`config.mk`:
```
export PLATFORM = sky130hd
export DESIGN_NAME = pd_power_seq_ctrl
export DESIGN_NICKNAME = d
export VERILOG_FILES = /design/src/rtl/pd_power_seq_ctrl.sv
export SDC_FILE = /design/constraint.sdc
export NUM_CORES = 1
export LEC_CHECK = 0
export BUFFER_PORTS_ARGS = -buffer_cell sky130_fd_sc_hd__buf_2
export CORE_AREA = 2 2 46 48
export CTS_CLUSTER_DIAMETER = 100
export DETAILED_ROUTE_END_ITERATION = 12
export DIE_AREA = 0 0 48 50
export HOLD_SLACK_MARGIN = 0.1
export PLACE_DENSITY_LB_ADDON = 0.05
export SYNTH_ARGS = -nofsm -noshare
export SYNTH_HDL_FRONTEND = slang
export SYNTH_SLANG_ARGS = --single-unit
```
`constraint.sdc`:
```
create_clock -name clk -period 1.9 [get_ports clk]
set_input_delay 0.095 -clock clk [delete_from_list [all_inputs] [get_ports clk]]
set_output_delay 0.095 -clock clk [all_outputs]
set_load 0.03 [all_outputs]
```
`src/rtl/pd_power_seq_ctrl.sv`:
```
// Power-domain sequencer: isolate -> save -> power off, power on -> restore -> de-isolate.
// Optional retention states are compiled in with `define PD_RETENTION_EN.
module pd_power_seq_ctrl #(
   parameter int unsigned ISO_SETUP_CYC   = 2,
   parameter int unsigned RET_CYC         = 1,
   parameter int unsigned PWR_ACK_TIMEOUT = 255,
   parameter int unsigned CNT_W           = 8
) (
   input  logic       clk,
   input  logic       rst,
   input  logic       pwr_down_req,
   input  logic       pwr_up_req,
   input  logic       pwr_ack,
   input  logic       err_clr,
   output logic       iso_en,
   output logic       save,
   output logic       restore,
   output logic       pwr_sw_en,
   output logic       busy,
   output logic [2:0] state_o,
   output logic       err_timeout
);

   typedef enum logic [2:0] {
      StOn         = 3'd0,
      StIsoAssert  = 3'd1,
      StSave       = 3'd2,
      StPwrOffWait = 3'd3,
      StOff        = 3'd4,
      StPwrOnWait  = 3'd5,
      StRestore    = 3'd6,
      StIsoRelease = 3'd7
   } stateT;

   localparam logic [CNT_W-1:0] isoLast     = CNT_W'(ISO_SETUP_CYC - 1);
   localparam logic [CNT_W-1:0] retLast     = CNT_W'(RET_CYC - 1);
   localparam logic [CNT_W-1:0] timeoutLast = CNT_W'(PWR_ACK_TIMEOUT - 1);
   localparam bit               timeoutEn   = (PWR_ACK_TIMEOUT != 0);

`ifdef PD_RETENTION_EN
   localparam stateT afterIso   = StSave;
   localparam stateT afterPwrOn = StRestore;
`else
   localparam stateT afterIso   = StPwrOffWait;
   localparam stateT afterPwrOn = StIsoRelease;
`endif

   stateT            stateQ, stateD;
   logic [CNT_W-1:0] cntQ, cntD;
   logic             ackMeta, ackS;
   logic             timeoutHit;
   logic             isoD, saveD, restoreD, swD, busyD, errD;

   always_ff @(posedge clk or posedge rst) begin
      if (rst) begin
         ackMeta <= 1'b0;
         ackS    <= 1'b0;
      end else begin
         ackMeta <= pwr_ack;
         ackS    <= ackMeta;
      end
   end

   always_comb begin
      stateD     = stateQ;
      timeoutHit = 1'b0;
      unique case (stateQ)
         StOn:         if (pwr_down_req) stateD = StIsoAssert;
         StIsoAssert:  if (cntQ == isoLast) stateD = afterIso;
         StSave:       if (cntQ == retLast) stateD = StPwrOffWait;
         StPwrOffWait: begin
            if (!ackS) begin
               stateD = StOff;
            end else if (timeoutEn && cntQ == timeoutLast) begin
               stateD     = StOff;
               timeoutHit = 1'b1;
            end
         end
         StOff:        if (pwr_up_req) stateD = StPwrOnWait;
         StPwrOnWait: begin
            if (ackS) begin
               stateD = afterPwrOn;
            end else if (timeoutEn && cntQ == timeoutLast) begin
               // Rail never came good: fall back to OFF, isolation stays on.
               stateD     = StOff;
               timeoutHit = 1'b1;
            end
         end
         StRestore:    if (cntQ == retLast) stateD = StIsoRelease;
         StIsoRelease: if (cntQ == isoLast) stateD = StOn;
         default:      stateD = StOn;
      endcase

      cntD = (stateD != stateQ) ? '0 : cntQ + CNT_W'(1);

      // Outputs are decoded from the next state so they register on the same edge.
      isoD     = (stateD != StOn);
      swD      = !(stateD == StPwrOffWait || stateD == StOff);
      busyD    = !(stateD == StOn || stateD == StOff);
`ifdef PD_RETENTION_EN
      saveD    = (stateD == StSave);
      restoreD = (stateD == StRestore);
`else
      saveD    = 1'b0;
      restoreD = 1'b0;
`endif

      errD = err_timeout;
      if (timeoutHit) begin
         errD = 1'b1;
      end else if (err_clr) begin
         errD = 1'b0;
      end
   end

   always_ff @(posedge clk or posedge rst) begin
      if (rst) begin
         stateQ      <= StOn;
         cntQ        <= '0;
         iso_en      <= 1'b0;
         save        <= 1'b0;
         restore     <= 1'b0;
         pwr_sw_en   <= 1'b1;
         busy        <= 1'b0;
         err_timeout <= 1'b0;
      end else begin
         stateQ      <= stateD;
         cntQ        <= cntD;
         iso_en      <= isoD;
         save        <= saveD;
         restore     <= restoreD;
         pwr_sw_en   <= swD;
         busy        <= busyD;
         err_timeout <= errD;
      end
   end

   assign state_o = stateQ;

endmodule
```
Word level (Yosys, flattened, before mapping). Index checks and enable logic that the tools add are counted.

Register bits after elaboration: 17. Bits in latches: 0. Bits in writable memories: 0. Memory bits (read-only): 0. Input port bits: 6. Output and inout bits: 9. Logic and storage cells: 47. Memories kept: 0.

$add $sub $neg: 1. Multiply operators: 0. Divide/modulo/power cells: 0. Order comparisons: 0. Eq/ne operators: 12. Shifts and indexed selects: 0. Mux-type cells: 17. Bitwise operators: 0. Reductions and logical operators: 9.

Operator list (count): 3-bit two-way mux (9); 3-bit one-hot mux with 8 select lines (1); 3-bit == test (second input constant) (5); 3-bit by 2-bit == test with 1-bit output (second input constant) (3); 8-bit by 1-bit adder with 8-bit output (second input constant) (1); 8-bit by 1-bit == test with 1-bit output (second input constant) (1); 8-bit == test (second input constant) (1); 8-bit logical NOT (1); 8-bit two-way mux (1); 3-bit logical NOT (2); 1-bit two-way mux (5); 3-bit by 1-bit == test with 1-bit output (second input constant) (1); 3-bit != test (1); 3-bit nonzero test (1); 1-bit logical NOT (2); 1-bit logical OR (2); 1-bit one-hot mux with 2 select lines (1); 2-bit nonzero test (1).

Longest topological paths before layout. Gate-level depths: netlist (run 1).

Word-level depth: 7. Depth in mapped cells: 7. Mapped depth without buffers: 7.

Worst setup path after synthesis (run 1). OpenSTA, ideal clock, no wires.

Path type: reg2reg. From: register stateQ[0], in the netlist state_o[0]. To: register cntQ[6]. Setup time: 136 ps. Arrival: 1698 ps. Data required time: 1764 ps. Path slack: 66 ps. Stages on the path, launching flop included: 7. Buffers on the path: 1. Period minus slack after synthesis: 1834 ps. Cell sequence: dfrtp_1 buf_1 nand2_1 o21ai_2 nor2_2 o311ai_4 nor3_2.

Longest elaborated chain between the ends: 5. Elaborated cells on any way between the ends: 20. Classes of those cells: eq/ne: 8; mux: 11; reduce/logical: 1.

RTL lines: start: declaration (line 48) `stateT stateQ, stateD;`; start signal: assignment (line 118) `stateQ <= StOn;`; start signal: assignment (line 127) `stateQ <= stateD;`; 3-bit two-way mux (line 74, 83); 3-bit two-way mux, on equally long branches (line 81, 72); 3-bit one-hot mux with 8 select lines (line 67) `unique case (stateQ)`; 3-bit != test * (line 94) `cntD = (stateD != stateQ) ? '0 : cntQ + CNT_W'(1);`; 8-bit two-way mux * (line 94); net cntD[6] (line 49) `logic [CNT_W-1:0] cntQ, cntD;`; end signal: assignment (line 128) `cntQ <= cntD;`; end: declaration (line 49).

Mark *: on every way through the listed nets, which the timed path passes. The rest lies on a longest branch. A chain may end at the register's enable or synchronous reset.

Final worst setup path (run 1).
From: register cntQ[4]. To: register cntQ[2].

Longest elaborated chain between the ends: 6. Elaborated cells on any way between the ends: 13. Classes of those cells: eq/ne: 3; mux: 9; reduce/logical: 1.

RTL lines (line): 8-bit == test (74, 83); 3-bit two-way mux (74, 83); 3-bit two-way mux, on equally long branches (81, 72); 3-bit one-hot mux with 8 select lines * (67); 3-bit != test * (94); 8-bit two-way mux * (94); net cntD[2] (49).

Marks and branches as above.

==> results of run 1 <==
synthesized netlist by cell type, types with 2 or more instances:
cell type | count | area share, %
sky130_fd_sc_hd__dfrtp_1 | 16 | 42
sky130_fd_sc_hd__nor2_1 | 10 | 3.9
sky130_fd_sc_hd__inv_1 | 8 | 3.1
sky130_fd_sc_hd__nand3_1 | 6 | 3.1
sky130_fd_sc_hd__nand2_1 | 5 | 2.0
sky130_fd_sc_hd__ha_1 | 4 | 5.2
sky130_fd_sc_hd__and3_1 | 3 | 2.0
sky130_fd_sc_hd__xor2_1 | 3 | 2.7
sky130_fd_sc_hd__a31oi_1 | 2 | 1.3
sky130_fd_sc_hd__a32o_1 | 2 | 2.1
sky130_fd_sc_hd__buf_4 | 2 | 1.6
sky130_fd_sc_hd__nor2b_1 | 2 | 1.3
sky130_fd_sc_hd__nor3_2 | 2 | 2.1
sky130_fd_sc_hd__o21ai_0 | 2 | 1.0
sky130_fd_sc_hd__o221ai_1 | 2 | 1.8
sky130_fd_sc_hd__xnor2_1 | 2 | 1.8
power breakdown:
part	internal [mW]	total [mW]	switching, mW	leakage, nW
Clock	0.0785	0.200	0.121	0.0177
Sequential	0.455	0.525	0.0706	0.204
Combinational	0.495	1.13	0.634	0.334
Total	1.03	1.85	0.826	0.556
what timing repair did:
| action | 4_1_cts | 5_1_grt |
|---|---|---|
| endpoints found under the hold margin | 19 | 0 |
| resized for setup | 0 | 10 |
| hold buffers | 4 | 0 |
| endpoints found under the setup margin | 0 | 6 |
metal layers:
metal | up-vias | global-route usage (%) | part of all wire (%)
met4 | 0 | 8.11 | 3.0
li1 | 382 | - | -
met1 | 361 | 25.4 | 48
met5 | - | 0 | 0
met2 | 21 | 26.9 | 46
met3 | 8 | 3.66 | 3.3
sequential cells by signal (all words and copies together) (netlist names):
signal,cells
iso_en,1
state_o,3
cntQ,8
err_timeout,1
pwr_sw_en,1
ackS,1
busy,1
ackMeta,1
critical path: cells and delay by family, from the launching register on:
family,cells,cell delay [ps]
and+or+nand+nor,4,600
buffers and inverters,1,160
DFF,1,460
AOI/OAI and AO/OA,2,490
cells by family (layout without fill, tap and decap cells):
kind of cell             Yosys count  after routing  synth area share, %
AO/OA/AOI/OAI                     16             16                 14.6
XOR/XNOR                           5              5                 4.56
adder cells (fa/ha/maj)            4              4                 5.21
buffers and inverters             13             36                 5.99
flip-flops                        17             17                 44.4
multiplexers                       1              1                 1.04
other                              1              2                0.390
AND/OR/NAND/NOR                   39             39                 23.8
path summary, 6_finish.rpt:
kind / from / end / slack, ps / depth (start not counted)
setup / recovery: cntQ[4] / cntQ[2] / 80 / 7
hold / removal: ackMeta / ackS / 360 / 0
setup reg to reg: cntQ[4] / cntQ[2] / 80 / 7
hold reg to reg: ackMeta / ackS / 360 / 0
max in group asynchronous: rst / cntQ[4] / 1040 / 3
min in group asynchronous: rst / cntQ[1] / 420 / 3
area by class of cell:
cell class | count | area (um^2)
fillers | 148 | 691
multi-input cells | 67 | 518
flip-flops and latches | 17 | 429
repair buffers | 24 | 173
well taps | 27 | 33.8
inverters | 8 | 30.0
clock buffers | 3 | 22.5
clock inverters | 1 | 5.00
metrics by stage:
| step | setup WS (ps) | instance area (um^2) | hold WS, ps | cells |
|---|---|---|---|---|
| 3_3_place_gp | 123 | 1100 | 204 | 139 |
| 2_1_floorplan | 65.6 | 965 | 20.3 | 97 |
| 4_1_cts | 86.5 | 1170 | 365 | 147 |
| 3_5_place_dp | 91.6 | 1100 | 205 | 139 |
| 5_1_grt | -4.00 | 1210 | 369 | 147 |
| 6_report | 78.0 | 1210 | 363 | 147 |
==> metrics.log, run 1 <==
INFO  metric outcome = complete, no violations
INFO  metric setup.worst_path.class = reg2reg
INFO  metric max-cap-violations = 0
INFO  metric clkSlewWorstSetupHoldPaths = 100 ps
INFO  metric cts.path.max_buffers = 2
INFO  metric required = 2090 ps
INFO  metric most_used_cells_in_the_layout_excluding_fill_and_tap_cells = 14 x sky130_fd_sc_hd__dfrtp_1, 12 x sky130_fd_sc_hd__buf_2, 10 x sky130_fd_sc_hd__nor2_1, 8 x sky130_fd_sc_hd__inv_1, 7 x sky130_fd_sc_hd__buf_4
INFO  metric timing.final.crit_share = 95.9%
INFO  metric die-area = 0.00240 mm^2
INFO  metric timing_max_transition_violations_final = 0
INFO  metric peakVddDrop = 1100 uV
INFO  metric gr-usage-all-layers = 18.3%
INFO  metric ys_ff_latch = 17
INFO  metric cts.sinks = 17
INFO  metric timing_worst_slew_pin_value = 644 ps
INFO  metric placement.io_buffers = 12
INFO  metric count_of_final_setup_violators = 0
INFO  metric ys_seq_area_share = 44.4%
INFO  metric setup_total_negative_slack = 0 ps
INFO  metric mostFrequentLayoutCell = sky130_fd_sc_hd__dfrtp_1
INFO  metric post_synth_instance_area = 961 um^2
INFO  metric via_count_normalized_by_instance_count = 5.25
INFO  metric initial_utilization = 50.5%
INFO  metric layout_overhead_on_the_synthesized_area = 26.0%
INFO  metric clock_tree.htree_level_count = 1
INFO  metric final.setup_skew = 1.10 ps
INFO  metric cellLeakagePower = 0.556 nW
INFO  metric final_layout_size_suffix_gt1_share = 34.2%
INFO  metric tritoncts = done
INFO  metric pin_count_of_the_biggest_net_entering_global_routing = 18
INFO  metric grt_pass1_vias = 747
INFO  metric report.final.hold_viol_count = 0
INFO  metric number_of_buffers_added_by_the_clock_tree_synthesis_step = 3
INFO  metric synth-edff-count = 0
INFO  metric postSynthCellCount = 96
INFO  metric worst_skew_pair_latency = 300 ps
INFO  metric synth-async-reset-ratio = 100%
INFO  metric worst_path_max_delay_cell = sky130_fd_sc_hd__dfrtp_2
INFO  metric syn-mean-instance-area = 10.0 um^2
INFO  metric timing.hold.worst.class = reg2reg
INFO  metric avgRoutedWirePerCell = 13.2 um
INFO  metric dr_total_vias = 772
INFO  metric totalWireLength = 1.93 mm
INFO  metric dominantRegCellSynth = sky130_fd_sc_hd__dfrtp_1
INFO  metric critical_path.max_stage_delay = 460 ps
INFO  metric fp.dieH = 50 um
INFO  metric setup.worst_path.end_class = flop
INFO  metric power-per-cell-area = 1530 mW/mm^2
INFO  metric timing.slew.headroom = 57.0%
INFO  metric postCtsSetupRepairBufs = 0
INFO  metric critical_path.cell_chain = and4_4 > and4_2 > o21ai_4 > nor2_4 > o311ai_4 > buf_12 > nor2_1
INFO  metric grt_antenna_before_repair = 0
INFO  metric finalWeightedCongestion = 0.819
INFO  metric num-nets-final = 131
INFO  metric layout.core_utilization = 63.7%
INFO  metric drc = 0
INFO  metric core-area = 0.00190 mm^2
INFO  metric ys_types = 41
INFO  metric synthesis.yosys.warnings = 0
INFO  metric first_iter_violations = 21
INFO  metric post-route-min-period = 1820 ps
INFO  metric critical_path_launch_point_type = flop
INFO  metric clk_root_buffer_cell = sky130_fd_sc_hd__clkbuf_4
INFO  metric detail_route.first_pass.iterations = 4
INFO  metric max_freq = 549 MHz
INFO  metric grt_first_pass_wirelength = 3.15 mm
INFO  metric ios = 15
INFO  metric std_cell_rows = 16
INFO  metric total_power = 1.85 mW
INFO  metric critical_path_arrival = 2010 ps
INFO  metric floorplan.die.width = 48 um
INFO  metric ant_nets = 0
INFO  metric timing.critical_path.fanout_max = 8
INFO  metric antenna_cells_inserted = 0
INFO  metric aggregate_global_routing_overflow = 0
INFO  metric detailedPlacementHpwl = 1.38 mm
(Power assumes the default switching activity.)
==> run 2: changes to the inputs <==
--- a/config.mk
+++ b/config.mk
@@ -11,7 +11,9 @@
 export DETAILED_ROUTE_END_ITERATION = 12
 export DIE_AREA = 0 0 48 50
 export HOLD_SLACK_MARGIN = 0.1
+export MAX_ROUTING_LAYER = met4
 export PLACE_DENSITY_LB_ADDON = 0.05
+export SLEW_MARGIN = 20
 export SYNTH_ARGS = -nofsm -noshare
 export SYNTH_HDL_FRONTEND = slang
 export SYNTH_SLANG_ARGS = --single-unit
==> run 2 against run 1 <==
  * Cell count did not move
  * Combinational power barely moved
  * Wire length fell by 0.31%
  * Sequential power barely moved
  * Flip-flop and latch count did not move
  * Clock-buffer cell count did not move
  * Largest cell class unchanged
  * Power fell by 0.19%
  * Utilization did not move
==> metrics.log, run 2 (same netlist as run 1, synthesis figures left out) <==
INFO  metric count_of_final_setup_violators = 0
INFO  metric mostFrequentLayoutCell = sky130_fd_sc_hd__dfrtp_1
INFO  metric num-nets-final = 131
INFO  metric register_area = 429 um^2
INFO  metric setup.worst_path.end_class = flop
INFO  metric critical_path.cell_chain = and4_4 > and4_2 > o21ai_4 > nor2_4 > o311ai_4 > buf_12 > nor2_1
INFO  metric grt_first_pass_wirelength = 3.15 mm
INFO  metric required = 2090 ps
INFO  metric cellLeakagePower = 0.556 nW
INFO  metric layout_overhead_on_the_synthesized_area = 26.0%
INFO  metric pin_count_of_the_biggest_net_entering_global_routing = 18
INFO  metric regToRegEndpoint = cntQ[2]
INFO  metric multi_input_logic_area = 518 um^2
INFO  metric max_freq = 550 MHz
INFO  metric critPathBufInv = 1
INFO  metric antenna_cells_inserted = 0
INFO  metric final_cells = 147
INFO  metric max_flop_register = cntQ
INFO  metric initial_utilization = 50.5%
INFO  metric die-area = 0.00240 mm^2
INFO  metric finalWeightedCongestion = 0.831
INFO  metric postCtsSetupRepairBufs = 0
INFO  metric post-place-cells = 139
INFO  metric timing_worst_slew_pin_value = 648 ps
INFO  metric filler_cell_count = 148
INFO  metric avgRoutedWirePerCell = 13.1 um
INFO  metric worst_hold_slack = 363 ps
INFO  metric post-route-min-period = 1820 ps
INFO  metric layout.core_utilization = 63.7%
INFO  metric max-cap-violations = 0
INFO  metric peakVddDrop = 1100 uV
INFO  metric std_cell_rows = 16
INFO  metric setup_total_negative_slack = 0 ps
INFO  metric timing.slew.headroom = 56.7%
INFO  metric timing.final.crit_share = 95.7%
INFO  metric dr_total_vias = 779
INFO  metric ant_nets = 0
INFO  metric fp.dieH = 50 um
INFO  metric final_layout_size_suffix_gt1_share = 34.2%
INFO  metric timing.reg2reg.setup_slack = 80 ps
INFO  metric floorplan.die.width = 48 um
INFO  metric cts.path.max_buffers = 2
INFO  metric cts.sinks = 17
INFO  metric critical_path_launch_point_type = flop
INFO  metric clkSlewWorstSetupHoldPaths = 110 ps
INFO  metric flip_flop_count_of_the_largest_register_after_layout = 8
INFO  metric timing.hold.worst.class = reg2reg
INFO  metric critical_path.endpoint = cntQ[2]
INFO  metric fin_ws = 80.8 ps
INFO  metric drc = 0
INFO  metric clk_root_buffer_cell = sky130_fd_sc_hd__clkbuf_4
INFO  metric core-area = 0.00190 mm^2
INFO  metric placement.io_buffers = 12
INFO  metric outcome = complete, no violations
INFO  metric critical_path.max_stage_delay = 460 ps
INFO  metric tritoncts = done
INFO  metric cp_top_family = simple AND/OR/NAND/NOR gates
INFO  metric via_count_normalized_by_instance_count = 5.30
INFO  metric detailedPlacementHpwl = 1.38 mm
INFO  metric worst_path_max_delay_cell = sky130_fd_sc_hd__dfrtp_2
INFO  metric most_used_cells_in_the_layout_excluding_fill_and_tap_cells = 14 x sky130_fd_sc_hd__dfrtp_1, 12 x sky130_fd_sc_hd__buf_2, 10 x sky130_fd_sc_hd__nor2_1, 8 x sky130_fd_sc_hd__inv_1, 7 x sky130_fd_sc_hd__buf_4
INFO  metric first_iter_violations = 12
INFO  metric report.final.hold_viol_count = 0
INFO  metric worstReg2RegStart = cntQ[4]
INFO  metric critical_path_arrival = 2010 ps
INFO  metric timing_max_transition_violations_final = 0
INFO  metric detailedPlace.worstSlack = 91.6 ps
INFO  metric setup.worst_path.class = reg2reg
INFO  metric final.setup_skew = 3.35 ps
INFO  metric timing.critical_path.fanout_max = 8
INFO  metric totalWireLength = 1.93 mm
INFO  metric aggregate_global_routing_overflow = 0
INFO  metric gr-usage-all-layers = 18.8%
INFO  metric number_of_buffers_added_by_the_clock_tree_synthesis_step = 3
INFO  metric grt_pass1_vias = 747
INFO  metric reg2reg_depth = 7
INFO  metric grt_antenna_before_repair = 0
INFO  metric detail_route.first_pass.iterations = 4
INFO  metric ios = 15
INFO  metric clock_tree.htree_level_count = 1
INFO  metric cp.depth = 7
INFO  metric setup.worst_path.start = cntQ[4]
INFO  metric worst_skew_pair_latency = 290 ps
INFO  metric power-per-cell-area = 1530 mW/mm^2
-- run 2: repair_timing --
action | CTS | global route
endpoints found under the setup margin | 0 | 6
hold buffers | 4 | 0
gates resized for setup | 0 | 10
endpoints found under the hold margin | 19 | 0
-- run 2: report_power, final --
group	switching, mW	leakage [nW]	internal (mW)
clock network	0.120	0.0177	0.0783
logic	0.633	0.334	0.495
registers	0.0701	0.204	0.455
-- run 2: cell type report --
| class | count | share of cell area [%] |
|---|---|---|
| tap | 27 | 2.79 |
| timing repair buffer | 24 | 14.3 |
| inverter | 8 | 2.48 |
| multi-input combinational | 67 | 42.8 |
| clock inverter | 1 | 0.413 |
| sequential | 17 | 35.4 |
| clock buffer | 3 | 1.86 |
-- run 2: per-layer routing --
metal / vias up / wire length (um) / GRT usage [%]
met4: 0 / 62 / 8.11
met5: - / 0 / -
li1: 381 / - / -
met2: 20 / 879 / 26.9
met1: 369 / 925 / 25.4
met3: 9 / 60 / 3.66
-- run 2: worst min-delay path by stage --
| stage | startpoint | endpoint | slack [ps] | cells after the start |
|---|---|---|---|---|
| after floorplan | rst | ackMeta | 20 | 1 |
| after global placement | pwr_ack | ackMeta | 200 | 1 |
| after detailed placement | pwr_ack | ackMeta | 200 | 1 |
| after CTS | ackMeta | ackS | 370 | 0 |
| after global routing | ackMeta | ackS | 370 | 0 |
| final | ackMeta | ackS | 360 | 0 |
-- run 2: stage by stage --
stage | power [mW] | area (um^2)
2_1_floorplan | 1.23 | 965
3_3_place_gp | 1.57 | 1100
3_5_place_dp | 1.57 | 1100
4_1_cts | 1.78 | 1170
5_1_grt | 2.00 | 1210
6_report | 1.85 | 1210
